[config.mk]
export PLATFORM = sky130hd
export DESIGN_NAME = pwm_multi
export DESIGN_NICKNAME = d
export VERILOG_FILES = /design/src/rtl/pwm_multi.sv
export SDC_FILE = /design/constraint.sdc
export NUM_CORES = 1
export LEC_CHECK = 0
export BUFFER_PORTS_ARGS = -buffer_cell sky130_fd_sc_hd__buf_2
export CORE_ASPECT_RATIO = 0.7
export CORE_MARGIN = 2
export CORE_UTILIZATION = 45
export DETAILED_ROUTE_END_ITERATION = 12
export SLEW_MARGIN = 10
export SYNTH_ARGS = -nofsm -noshare
export SYNTH_HDL_FRONTEND = slang
export SYNTH_SLANG_ARGS = --single-unit
[constraint.sdc]
create_clock -name clk -period 2.8 [get_ports clk]
set_input_delay 0.56 -clock clk [delete_from_list [all_inputs] [get_ports clk]]
set_output_delay 0.56 -clock clk [all_outputs]
set_load 0.05 [all_outputs]
[src/rtl/pwm_multi.sv]
// Multi-channel PWM generator: shared prescaled period counter (edge- or centre-aligned)
// with double-buffered per-channel duty values applied only at period boundaries.
module pwm_multi #(
  parameter int unsigned CHANNELS   = 3,
  parameter int unsigned WIDTH      = 8,
  parameter int unsigned PRESCALE_W = 8
) (
  input  logic                      clk,
  input  logic                      reset,
  input  logic                      enable,
  input  logic                      center_mode,
  input  logic [PRESCALE_W-1:0]     prescale,
  input  logic [CHANNELS*WIDTH-1:0] level,
  input  logic                      level_load,
  output logic                      update_pending,
  output logic                      period_start,
  output logic [CHANNELS-1:0]       out
);

  localparam logic [WIDTH-1:0] MaxCnt = '1;

  typedef enum logic {DirUp, DirDown} dir_e;

  logic [PRESCALE_W-1:0]            pre_cnt_q, pre_cnt_d;
  logic [WIDTH-1:0]                 count_q, count_d;
  dir_e                             dir_q, dir_d;
  logic                             mode_q, mode_d;
  logic [CHANNELS-1:0][WIDTH-1:0]   active_q, active_d;
  logic [CHANNELS-1:0][WIDTH-1:0]   pending_q, pending_d;
  logic                             update_pending_d;
  logic                             period_start_d;
  logic [CHANNELS-1:0]              out_d;
  logic                             tick;
  logic                             boundary;
  logic                             transfer;

  always_comb begin
    pre_cnt_d = pre_cnt_q;
    count_d   = count_q;
    dir_d     = dir_q;
    mode_d    = mode_q;
    boundary  = 1'b0;
    tick      = enable && (pre_cnt_q == prescale);

    if (!enable) begin
      pre_cnt_d = '0;
      count_d   = '0;
      dir_d     = DirUp;
      mode_d    = center_mode;
    end else if (tick) begin
      pre_cnt_d = '0;
      if (!mode_q) begin
        count_d  = count_q + 1'b1;
        dir_d    = DirUp;
        boundary = (count_q == MaxCnt);
      end else if (dir_q == DirUp) begin
        count_d = count_q + 1'b1;
        if (count_q == MaxCnt - 1'b1) begin
          dir_d = DirDown;
        end
      end else begin
        count_d = count_q - 1'b1;
        if (count_q == {{(WIDTH-1){1'b0}}, 1'b1}) begin
          dir_d    = DirUp;
          boundary = 1'b1;
        end
      end
      if (boundary) begin
        mode_d = center_mode;
      end
    end else begin
      pre_cnt_d = pre_cnt_q + 1'b1;
    end

    // While idle the shadow is applied every cycle; a coincident load stays pending.
    transfer         = update_pending && (boundary || !enable);
    active_d         = transfer ? pending_q : active_q;
    pending_d        = level_load ? level : pending_q;
    update_pending_d = level_load || (update_pending && !transfer);
    period_start_d   = boundary;

    for (int i = 0; i < CHANNELS; i++) begin
      out_d[i] = enable && (count_q < active_q[i]);
    end
  end

  always_ff @(posedge clk or posedge reset) begin
    if (reset) begin
      pre_cnt_q      <= '0;
      count_q        <= '0;
      dir_q          <= DirUp;
      mode_q         <= 1'b0;
      active_q       <= '0;
      pending_q      <= '0;
      update_pending <= 1'b0;
      period_start   <= 1'b0;
      out            <= '0;
    end else begin
      pre_cnt_q      <= pre_cnt_d;
      count_q        <= count_d;
      dir_q          <= dir_d;
      mode_q         <= mode_d;
      active_q       <= active_d;
      pending_q      <= pending_d;
      update_pending <= update_pending_d;
      period_start   <= period_start_d;
      out            <= out_d;
    end
  end

endmodule

==> out/summary.txt, run 1 <==
status - finished clean
max-cap violations - 0
gpl congestion - 0.8588
dpl hpwl - 4651 microns
Syn Inst Count - 302
synthesized area - 3666 sq um
top-count cell post-synth - dfrtp_1
Yosys top cell by area - dfrtp_1
Setup Fix Bufs, Post-CTS - 0
Pleak - 2.172 nW
syn_area_per_cell - 12.14 sq um
vias post-DR - 2,342
clk buf depth - 2
Tcrit/Tclk final - 78.16%
input/output buffers - 41
IO Count - 42
DIE WIDTH - 111.9 microns
Max VDD drop - 0.0002977 V
antenna violations before repair - 0
GRT Util Overall - 17.62%
Util after Layout - 55.08%
Critical path origin - count_q[1]
Area Overhead vs Synth - 18.26%
CP delay by family, top - flip-flops
area of the core - 7871 sq um
first-pass GRT wire length - 12,060 microns
fraction of registers with async set or reset after synthesis - 100.0%
Final min period - 2.189 ns
# setup viols final - 0
PD cells - 681.2 nW/um^2
RSZ-0062 raised after global routing - no
Final ANT Viol Nets - 0
crit path max-delay cell type - dfrtp_1
min-delay worst type - primary input to async pin
Die Height - 79.52 microns
share of cells above drive strength 1 - 33.05%
final hold violation count - 0
vias in the first global route - 2,456
Reg clk slew, reported paths - 0.06 ns
largest net degree at the start of global routing - 72
Buf+Inv Stages, Crit Path - 2
PostCTS Resize Cnt - 0
CTS sink count - 71
CP arrival - 2.41 ns
most instantiated cells after synthesis - dfrtp_1 (71), mux2_2 (28), ha_1 (26), inv_1 (26), mux2_4 (20)
Synth cell types - 39
crit path cell chain - inv_1 > ha_1 > nor4bb_1 > nand3_1 > o21ai_2 > o211ai_4 > buf_12 > mux2_2
routed vias/inst - 5.181
max_slew headroom - 60.81%
top cells by area, synth - dfrtp_1 (48%), ha_1 (8.9%), mux2_2 (8.6%), mux2_4 (8.2%), xnor2_1 (2.9%)
setup total negative slack - 0 ns
Synth warnings - 0
Syn Nets - 365
Die Area - 8896 sq um
slew at the pin closest to its max-slew limit - 0.5878 ns
global route total overflow - 0
flip-flop and latch count after synthesis - 71
DRT Wirelength - 6901 microns
sequential share of the synthesized area - 48.46%
final slew viol count - 0
Synth Flop Type - dfrtp_1
clk_lat worst skew - 0.33 ns
CP Capture Type - flop
reg2reg start - count_q[1]
CTS Buf Count - 9
Worst Skew - 0.005576 ns
CP Max Fanout - 24
dpl cells - 437
DRC viols - 0
clk root buf - clkbuf_16
Fmax - 456.9 MHz
required time worst endpoint - 3.02 ns
final non-filler cell total - 452
Wirelength per Cell - 15.27 microns
H-Tree Depth - 3
Worst setup SP type - flop
Setup CP Type - flop to flop
CP max stage delay - 0.59 ns
Nets - 410
Synth top area share - 48.46%
# hold bufs at CTS - 0
Hold WS - 0.2831 ns
Initial DRT Pass Iterations - 4
CTS tree - done
number of flops mapped to enable cells by yosys - 0
ANT cells - 0
first-iteration detailed-routing DRC count - 89
row count - 27
Initial Util - 46.57%
## cell type report
class,instances,area [sq um]
Inverter,26,97.59
Tap cell,101,126.4
Fill cell,691,3536
Timing Repair Buffer,44,252.7
Clock inverter,5,106.4
Clock buffer,10,239.0
Multi-Input combinational cell,195,1737
Sequential cell,71,1777
## registers in the layout, indices dropped and copies added (netlist names)
register	flops
active_q	24
pending_q	24
count_q	8
pre_cnt_q	8
out	3
dir_q	1
mode_q	1
period_start	1
update_pending	1
## routing by layer
layer,up-vias,wire (microns),part of all wire (%),global-route usage [%]
met2,55,2940,43,26.12
met1,1127,3523,51,24.39
met4,0,142,2.1,7.531
met5,-,0,0,0
met3,13,294,4.3,4.860
li1,1147,-,-,-
## report_power, final
group          internal, W  switching [W]  total, W
sequential         0.00116      0.0000819   0.00124
combinational     0.000231       0.000168  0.000399
clock             0.000890       0.000426   0.00132
total              0.00228       0.000676   0.00295
## per-stage QoR
| stage | setup WS [ns] | cell area (sq um) | power [W] |
|---|---|---|---|
| floorplan | 0.4434 | 3666 | 0.001549 |
| global placement | 0.6162 | 3990 | 0.001639 |
| detailed placement | 0.6002 | 3990 | 0.001659 |
| CTS | 0.6141 | 4335 | 0.002998 |
| global route | 0.4586 | 4335 | 0.003105 |
| finish | 0.6114 | 4335 | 0.002953 |
## cell usage in the layout, fill, tap and decap left out, types with 12 or more instances in the layout
cell and instances:
dfrtp_1 71, buf_2 41, mux2_2 28, ha_1 26, inv_1 25, mux2_4 20
nor2_1 14, nand2_1 13, nand3_1 12, xnor2_1 12
## worst reg2reg max path, stage by stage, from the launching register on
cell and delay [ns]:
dfrtp_1 0.59, inv_1 0.13, ha_1 0.20, nor4bb_1 0.14, nand3_1 0.12, o21ai_2 0.10, o211ai_4 0.19, buf_12 0.24
mux2_2 0.37
## logic make-up after synthesis
kind of cell	count (synthesis)	share of synthesized area, %
AOI/OAI and AO/OA	38	7.543
adders and majority gates	26	8.874
muxes	53	18.19
xor gates and xnor gates	17	4.061
DFF	71	48.46
buffers and inverters	36	4.164
and+or+nand+nor	61	8.703
## worst paths after layout
| kind | to | slack, ns | cells after the start |
|---|---|---|---|
| min in group clk | pending_q[10] | 0.45 | 2 |
| worst min-delay path | active_q[3] | 0.28 | 3 |
| max in group asynchronous | pre_cnt_q[4] | 2.19 | 3 |
| worst min register to register | active_q[6] | 0.49 | 1 |
| worst max register to register | active_q[15] | 0.61 | 8 |
| worst max-delay path | active_q[15] | 0.61 | 8 |
Power figures use the tool's default switching activity.
==> run 2: changes to the inputs <==
--- a/config.mk
+++ b/config.mk
@@ -10,6 +10,7 @@
 export CORE_MARGIN = 2
 export CORE_UTILIZATION = 45
 export DETAILED_ROUTE_END_ITERATION = 12
+export PLACE_DENSITY = 0.67
 export SLEW_MARGIN = 10
 export SYNTH_ARGS = -nofsm -noshare
 export SYNTH_HDL_FRONTEND = slang
==> constraint.sdc (replaced) <==
create_clock -name clk -period 2 [get_ports clk]
set_input_delay 0.4 -clock clk [delete_from_list [all_inputs] [get_ports clk]]
set_output_delay 0.4 -clock clk [all_outputs]
set_load 0.05 [all_outputs]
==> out/summary.txt, run 2 (same netlist as run 1, synthesis figures left out) <==
CTS tree - done
Fmax - 523.6 MHz (+15%)
Pwr Total - 0.004133 W (+40%)
Largest regs - active_q x24, pending_q x24
share of cells above drive strength 1 - 36.96% (+3.9 points)
commonest non-fill, non-tap cell in the layout - dfrtp_1
clk buf depth - 2 (unchanged)
CP arrival - 2.12 ns (-0.29 ns)
reg2reg start - count_q[0]
RSZ-0062 raised after global routing - yes
Util after Layout - 57.32% (+2.2 points)
Worst Skew - 0.004196 ns (-0.001381 ns)
Area Overhead vs Synth - 23.07%
Die Area - 8896 sq um (unchanged)
CP max stage delay - 0.42 ns (-0.17 ns)
CP Max Fanout - 7 (-71%)
routed vias/inst - 5.064 (-2.3%)
gpl congestion - 0.8393 (-2.3%)
ANT cells - 0 (unchanged)
area of the core - 7871 sq um (unchanged)
CTS Buf Count - 9 (unchanged)
Post-Place Setup Slack - 0.1100 ns (-0.4903 ns)
row count - 27 (unchanged)
design area - 4512 sq um (+4.1%)
DRC viols - 0 (unchanged)
antenna violations before repair - 0 (unchanged)
input/output buffers - 41 (unchanged)
status - finished clean
clk_lat worst skew - 0.33 ns (about the same)
slew at the pin closest to its max-slew limit - 0.5997 ns (+0.01193 ns)
Tcrit/Tclk final - 95.49% (+17 points)
Setup CP Type - flop to flop
Initial Util - 46.57% (unchanged)
largest net degree at the start of global routing - 42 (-42%)
dpl cells - 452 (+3.4%)
commonest non-fill, non-tap cells in the layout - dfrtp_1 (71), buf_2 (41), mux2_2 (28)
CTS sink count - 71 (unchanged)
Max VDD drop - 0.0005457 V (+83%)
vias in the first global route - 2,456 (unchanged)
max-cap violations - 0 (unchanged)
Nets - 427 (+4.1%)
DRT Wirelength - 6840 microns (-0.88%)
Buf+Inv Stages, Crit Path - 1 (-1)
required time worst endpoint - 2.21 ns (-0.81 ns)
crit path cell chain - ha_4 > nor4bb_4 > nand3_1 > o21ai_2 > o211ai_4 > clkbuf_16 > mux2_4
first-iteration detailed-routing DRC count - 92 (+3.4%)
# setup viols final - 0 (unchanged)
first-pass GRT wire length - 11,930 microns (-1.1%)
clk root buf - clkbuf_16
global route total overflow - 0 (unchanged)
Pleak - 2.265 nW (+4.3%)
Worst setup SP type - flop
Final WS setup - 0.09027 ns (-0.5212 ns)
reg2reg setup slack - 0.09 ns (-0.52 ns)
final hold violation count - 0 (unchanged)
CP delay by family, top - compound AO/OA/AOI/OAI gates
dpl hpwl - 4861 microns (+4.5%)
R2R cell count - 7 (-1)
final non-filler cell total - 469 (+3.8%)
fillcell total - 674 (-2.5%)
Wirelength per Cell - 14.58 microns (-4.5%)
vias post-DR - 2,375 (+1.4%)
Final ANT Viol Nets - 0 (unchanged)
PD cells - 916.1 nW/um^2 (+34%)
crit path max-delay cell type - dfrtp_1
max_slew headroom - 60.02% (-0.80 points)
min-delay worst type - primary input to async pin
Die Height - 79.52 microns (unchanged)
GRT Util Overall - 17.13% (-0.49 points)
CP Capture Type - flop
reg2reg end - active_q[3]
H-Tree Depth - 3 (unchanged)
Final min period - 1.910 ns (-0.2788 ns)
Post-Place Cell Area - 4106 sq um (+2.9%)
Initial DRT Pass Iterations - 5 (+1)
DIE WIDTH - 111.9 microns (unchanged)
IO Count - 42 (unchanged)
final slew viol count - 0 (unchanged)
Reg clk slew, reported paths - 0.06 ns (about the same)
[run 2: cell types whose count changed in the layout (fill, tap and decap cells not counted)]
cell | before | now
ha_1 | 26 | 25
clkbuf_16 | 9 | 10
inv_1 | 25 | 24
nor4bb_1 | 1 | 0
ha_4 | 0 | 1
clkinvlp_4 | 1 | 2
nor4bb_4 | 0 | 1
buf_4 | 1 | 17
[run 2: worst max-delay path by stage]
stage / start / to / slack (ns) / depth (start not counted)
5_1_grt: count_q[1] / active_q[17] / -0.002 / 8
3_5_place_dp: count_q[1] / active_q[6] / 0.11 / 8
4_1_cts: count_q[1] / active_q[6] / 0.01 / 8
3_3_place_gp: count_q[1] / active_q[6] / 0.13 / 8
6_report: count_q[0] / active_q[3] / 0.09 / 7
2_1_floorplan: count_q[1] / active_q[0] / 0.10 / 8
[run 2: what timing repair did]
item | CTS | global route
gates resized for setup | 0 | 5
hold endpoints to repair | 0 | 0
buffers inserted | 0 | 1
setup endpoints to repair | 0 | 24
hold buffers | 0 | 0
[run 2: final cells by class]
type / instances / area [sq um] / area share [%]
Clock buffer: 10 / 239.0 / 5.297
Multi-Input combinational cell: 195 / 1764 / 39.10
Clock inverter: 5 / 106.4 / 2.357
Sequential cell: 71 / 1777 / 39.38
Tap cell: 101 / 126.4 / 2.801
Timing Repair Buffer: 61 / 397.9 / 8.819
Inverter: 26 / 101.3 / 2.246
[run 2: report_power, final]
group / switching, W / internal (W)
combinational: 0.000242 / 0.000335
clock: 0.000582 / 0.00125
sequential: 0.000111 / 0.00162
[run 2: stage by stage]
step / hold WS, ns / setup TNS [ns]
floorplan: 0.4541 / 0
global placement: 0.4681 / 0
detailed placement: 0.4762 / 0
CTS: 0.1743 / 0
global route: 0.2007 / -0.008648
finish: 0.1630 / 0
[run 2: per-layer routing]
metal,GRT usage [%],up-vias,wire [microns]
li1,-,1177,-
met1,23.59,1147,3337
met2,26.42,44,3122
met3,5.543,7,315
met4,4.321,0,63
met5,0,-,0
[run 2: worst min-delay path, delay by kind of cell]
kind,cells,cell delay [ns]
buf+inv,3,0.50
==> run 3: changes to the inputs <==
--- a/config.mk
+++ b/config.mk
@@ -10,6 +10,7 @@
 export CORE_MARGIN = 2
 export CORE_UTILIZATION = 45
 export DETAILED_ROUTE_END_ITERATION = 12
+export MAX_ROUTING_LAYER = met4
 export PLACE_DENSITY = 0.67
 export SLEW_MARGIN = 10
 export SYNTH_ARGS = -nofsm -noshare
==> out/summary.txt, run 3 (same netlist as run 1, synthesis figures left out) <==
Die Height - 79.52 microns (unchanged)
dpl hpwl - 4861 microns (unchanged)
Initial DRT Pass Iterations - 4 (-1)
commonest non-fill, non-tap cells in the layout - dfrtp_1 (71), buf_2 (41), mux2_2 (28)
Post-Place Setup Slack - 0.1100 ns (unchanged)
CTS sink count - 71 (unchanged)
met3 Use GR - 5.543% (unchanged)
IO Count - 42 (unchanged)
reg2reg setup slack - 0.09 ns (about the same)
RSZ-0062 raised after global routing - yes
Initial Util - 46.57% (unchanged)
dpl cells - 452 (unchanged)
Worst setup SP type - flop
PD cells - 915.5 nW/um^2 (about the same)
Area Overhead vs Synth - 23.07% (unchanged)
Critical path origin - count_q[0]
M1 GR Usage - 23.44% (-0.15 points)
Setup CP Type - flop to flop
ANT cells - 0 (unchanged)
Reg clk slew, reported paths - 0.06 ns (about the same)
antenna violations before repair - 0 (unchanged)
Tcrit/Tclk final - 95.48% (about the same)
area of the core - 7871 sq um (unchanged)
crit path to - active_q[3]
status - finished clean
DIE WIDTH - 111.9 microns (unchanged)
# hold bufs at CTS - 0 (unchanged)
global route total overflow - 0 (unchanged)
DRT Wirelength - 6807 microns (-0.48%)
share of cells above drive strength 1 - 36.96% (unchanged)
H-Tree Depth - 3 (unchanged)
crit path cell chain - ha_4 > nor4bb_4 > nand3_1 > o21ai_2 > o211ai_4 > clkbuf_16 > mux2_4
CP Max Fanout - 7 (unchanged)
vias post-DR - 2,382 (+0.29%)
crit path max-delay cell type - dfrtp_1
min-delay worst type - primary input to async pin
# setup viols final - 0 (unchanged)
first-iteration detailed-routing DRC count - 113 (+23%)
Nets - 427 (unchanged)
fillcell total - 674 (unchanged)
input/output buffers - 41 (unchanged)
GR Util met2 - 26.48% (+0.061 points)
GRT busiest layer - met2
CP Capture Type - flop
final hold violation count - 0 (unchanged)
max_slew headroom - 59.83% (-0.19 points)
required time worst endpoint - 2.21 ns (about the same)
row count - 27 (unchanged)
Pleak - 2.265 nW (unchanged)
first-pass GRT wire length - 11,920 microns (about the same)
Final WS setup - 0.09033 ns (+0.00005390 ns)
max-cap violations - 0 (unchanged)
Max VDD drop - 0.0005457 V (about the same)
CTS tree - done
clk root buf - clkbuf_16
DRC viols - 0 (unchanged)
commonest non-fill, non-tap cell in the layout - dfrtp_1
CP arrival - 2.12 ns (about the same)
reg2reg end - active_q[3]
CP max stage delay - 0.42 ns (about the same)
Final ANT Viol Nets - 0 (unchanged)
Die Area - 8896 sq um (unchanged)
slew at the pin closest to its max-slew limit - 0.6026 ns (+0.002882 ns)
Wirelength per Cell - 14.51 microns (-0.48%)
Util after Layout - 57.32% (unchanged)
clk buf depth - 2 (unchanged)
final slew viol count - 0 (unchanged)
Fmax - 523.7 MHz (about the same)
R2R cell count - 7 (unchanged)
CTS Buf Count - 9 (unchanged)
Largest regs - active_q x24, pending_q x24
reg2reg start - count_q[0]
largest net degree at the start of global routing - 42 (unchanged)
GRT Util Overall - 17.58% (+0.45 points)
final non-filler cell total - 469 (unchanged)
Final min period - 1.910 ns (-0.00005390 ns)
routed vias/inst - 5.079 (+0.29%)
clk_lat worst skew - 0.33 ns (about the same)
vias in the first global route - 2,456 (unchanged)
gpl congestion - 0.8523 (+1.5%)
Worst Skew - 0.004131 ns (-0.00006475 ns)
==> run 3: cell counts in the layout (fill, tap and decap cells not counted) <==
Identical to the previous run, type by type.
==> run 3: where the power goes <==
| group | switching, W | internal, W | leakage, nW |
|---|---|---|---|
| registers | 0.000111 | 0.00162 | 0.871 |
| logic | 0.000241 | 0.000335 | 1.23 |
| clock network | 0.000579 | 0.00125 | 0.165 |
==> run 3: worst max-delay path: cells and delay by family, from the launching register on <==
family	cells	cell delay, ns
DFF	1	0.42
and+or+nand+nor	2	0.24
AOI/OAI and AO/OA	2	0.42
buffers and inverters	1	0.23
muxes	1	0.29
adders and majority gates	1	0.18
==> run 3: stage by stage <==
step	hold slack (ns)	cell area [sq um]	power, W	setup TNS, ns
2_1_floorplan	0.4541	3670	0.002169	0
3_3_place_gp	0.4681	4106	0.002299	0
3_5_place_dp	0.4762	4106	0.002332	0
4_1_cts	0.1743	4452	0.004166	0
5_1_grt	0.2011	4512	0.004358	-0.008650
6_report	0.1662	4512	0.004130	0
==> run 3: layout make-up <==
class,count,area (sq um),area share (%)
multi-input cells,195,1764,39.10
well taps,101,126.4,2.801
clock buffers,10,239.0,5.297
flip-flops and latches,71,1777,39.38
clock inverters,5,106.4,2.357
repair buffers,61,397.9,8.819
inverters,26,101.3,2.246
==> run 3: how the worst min path moves through the flow <==
stage	depth (start not counted)	slack [ns]	end
after global placement	1	0.47	active_q[6]
after detailed placement	1	0.48	active_q[6]
after floorplan	1	0.45	active_q[6]
final	3	0.17	pending_q[1]
after global routing	3	0.20	pending_q[5]
after CTS	3	0.17	pending_q[3]
==> run 3: metal layers <==
layer / wire, microns / vias to the layer above / part of all wire, %
met1: 3310 / 1145 / 49
li1: - / 1178 / -
met5: 0 / - / 0
met2: 3084 / 52 / 45
met4: 63 / 0 / 0.93
met3: 349 / 7 / 5.1
==> run 3: repair_timing <==
item                       4_1_cts  5_1_grt
gates resized for setup          0        5
setup endpoints to repair        0       24
setup buffers                    0        1
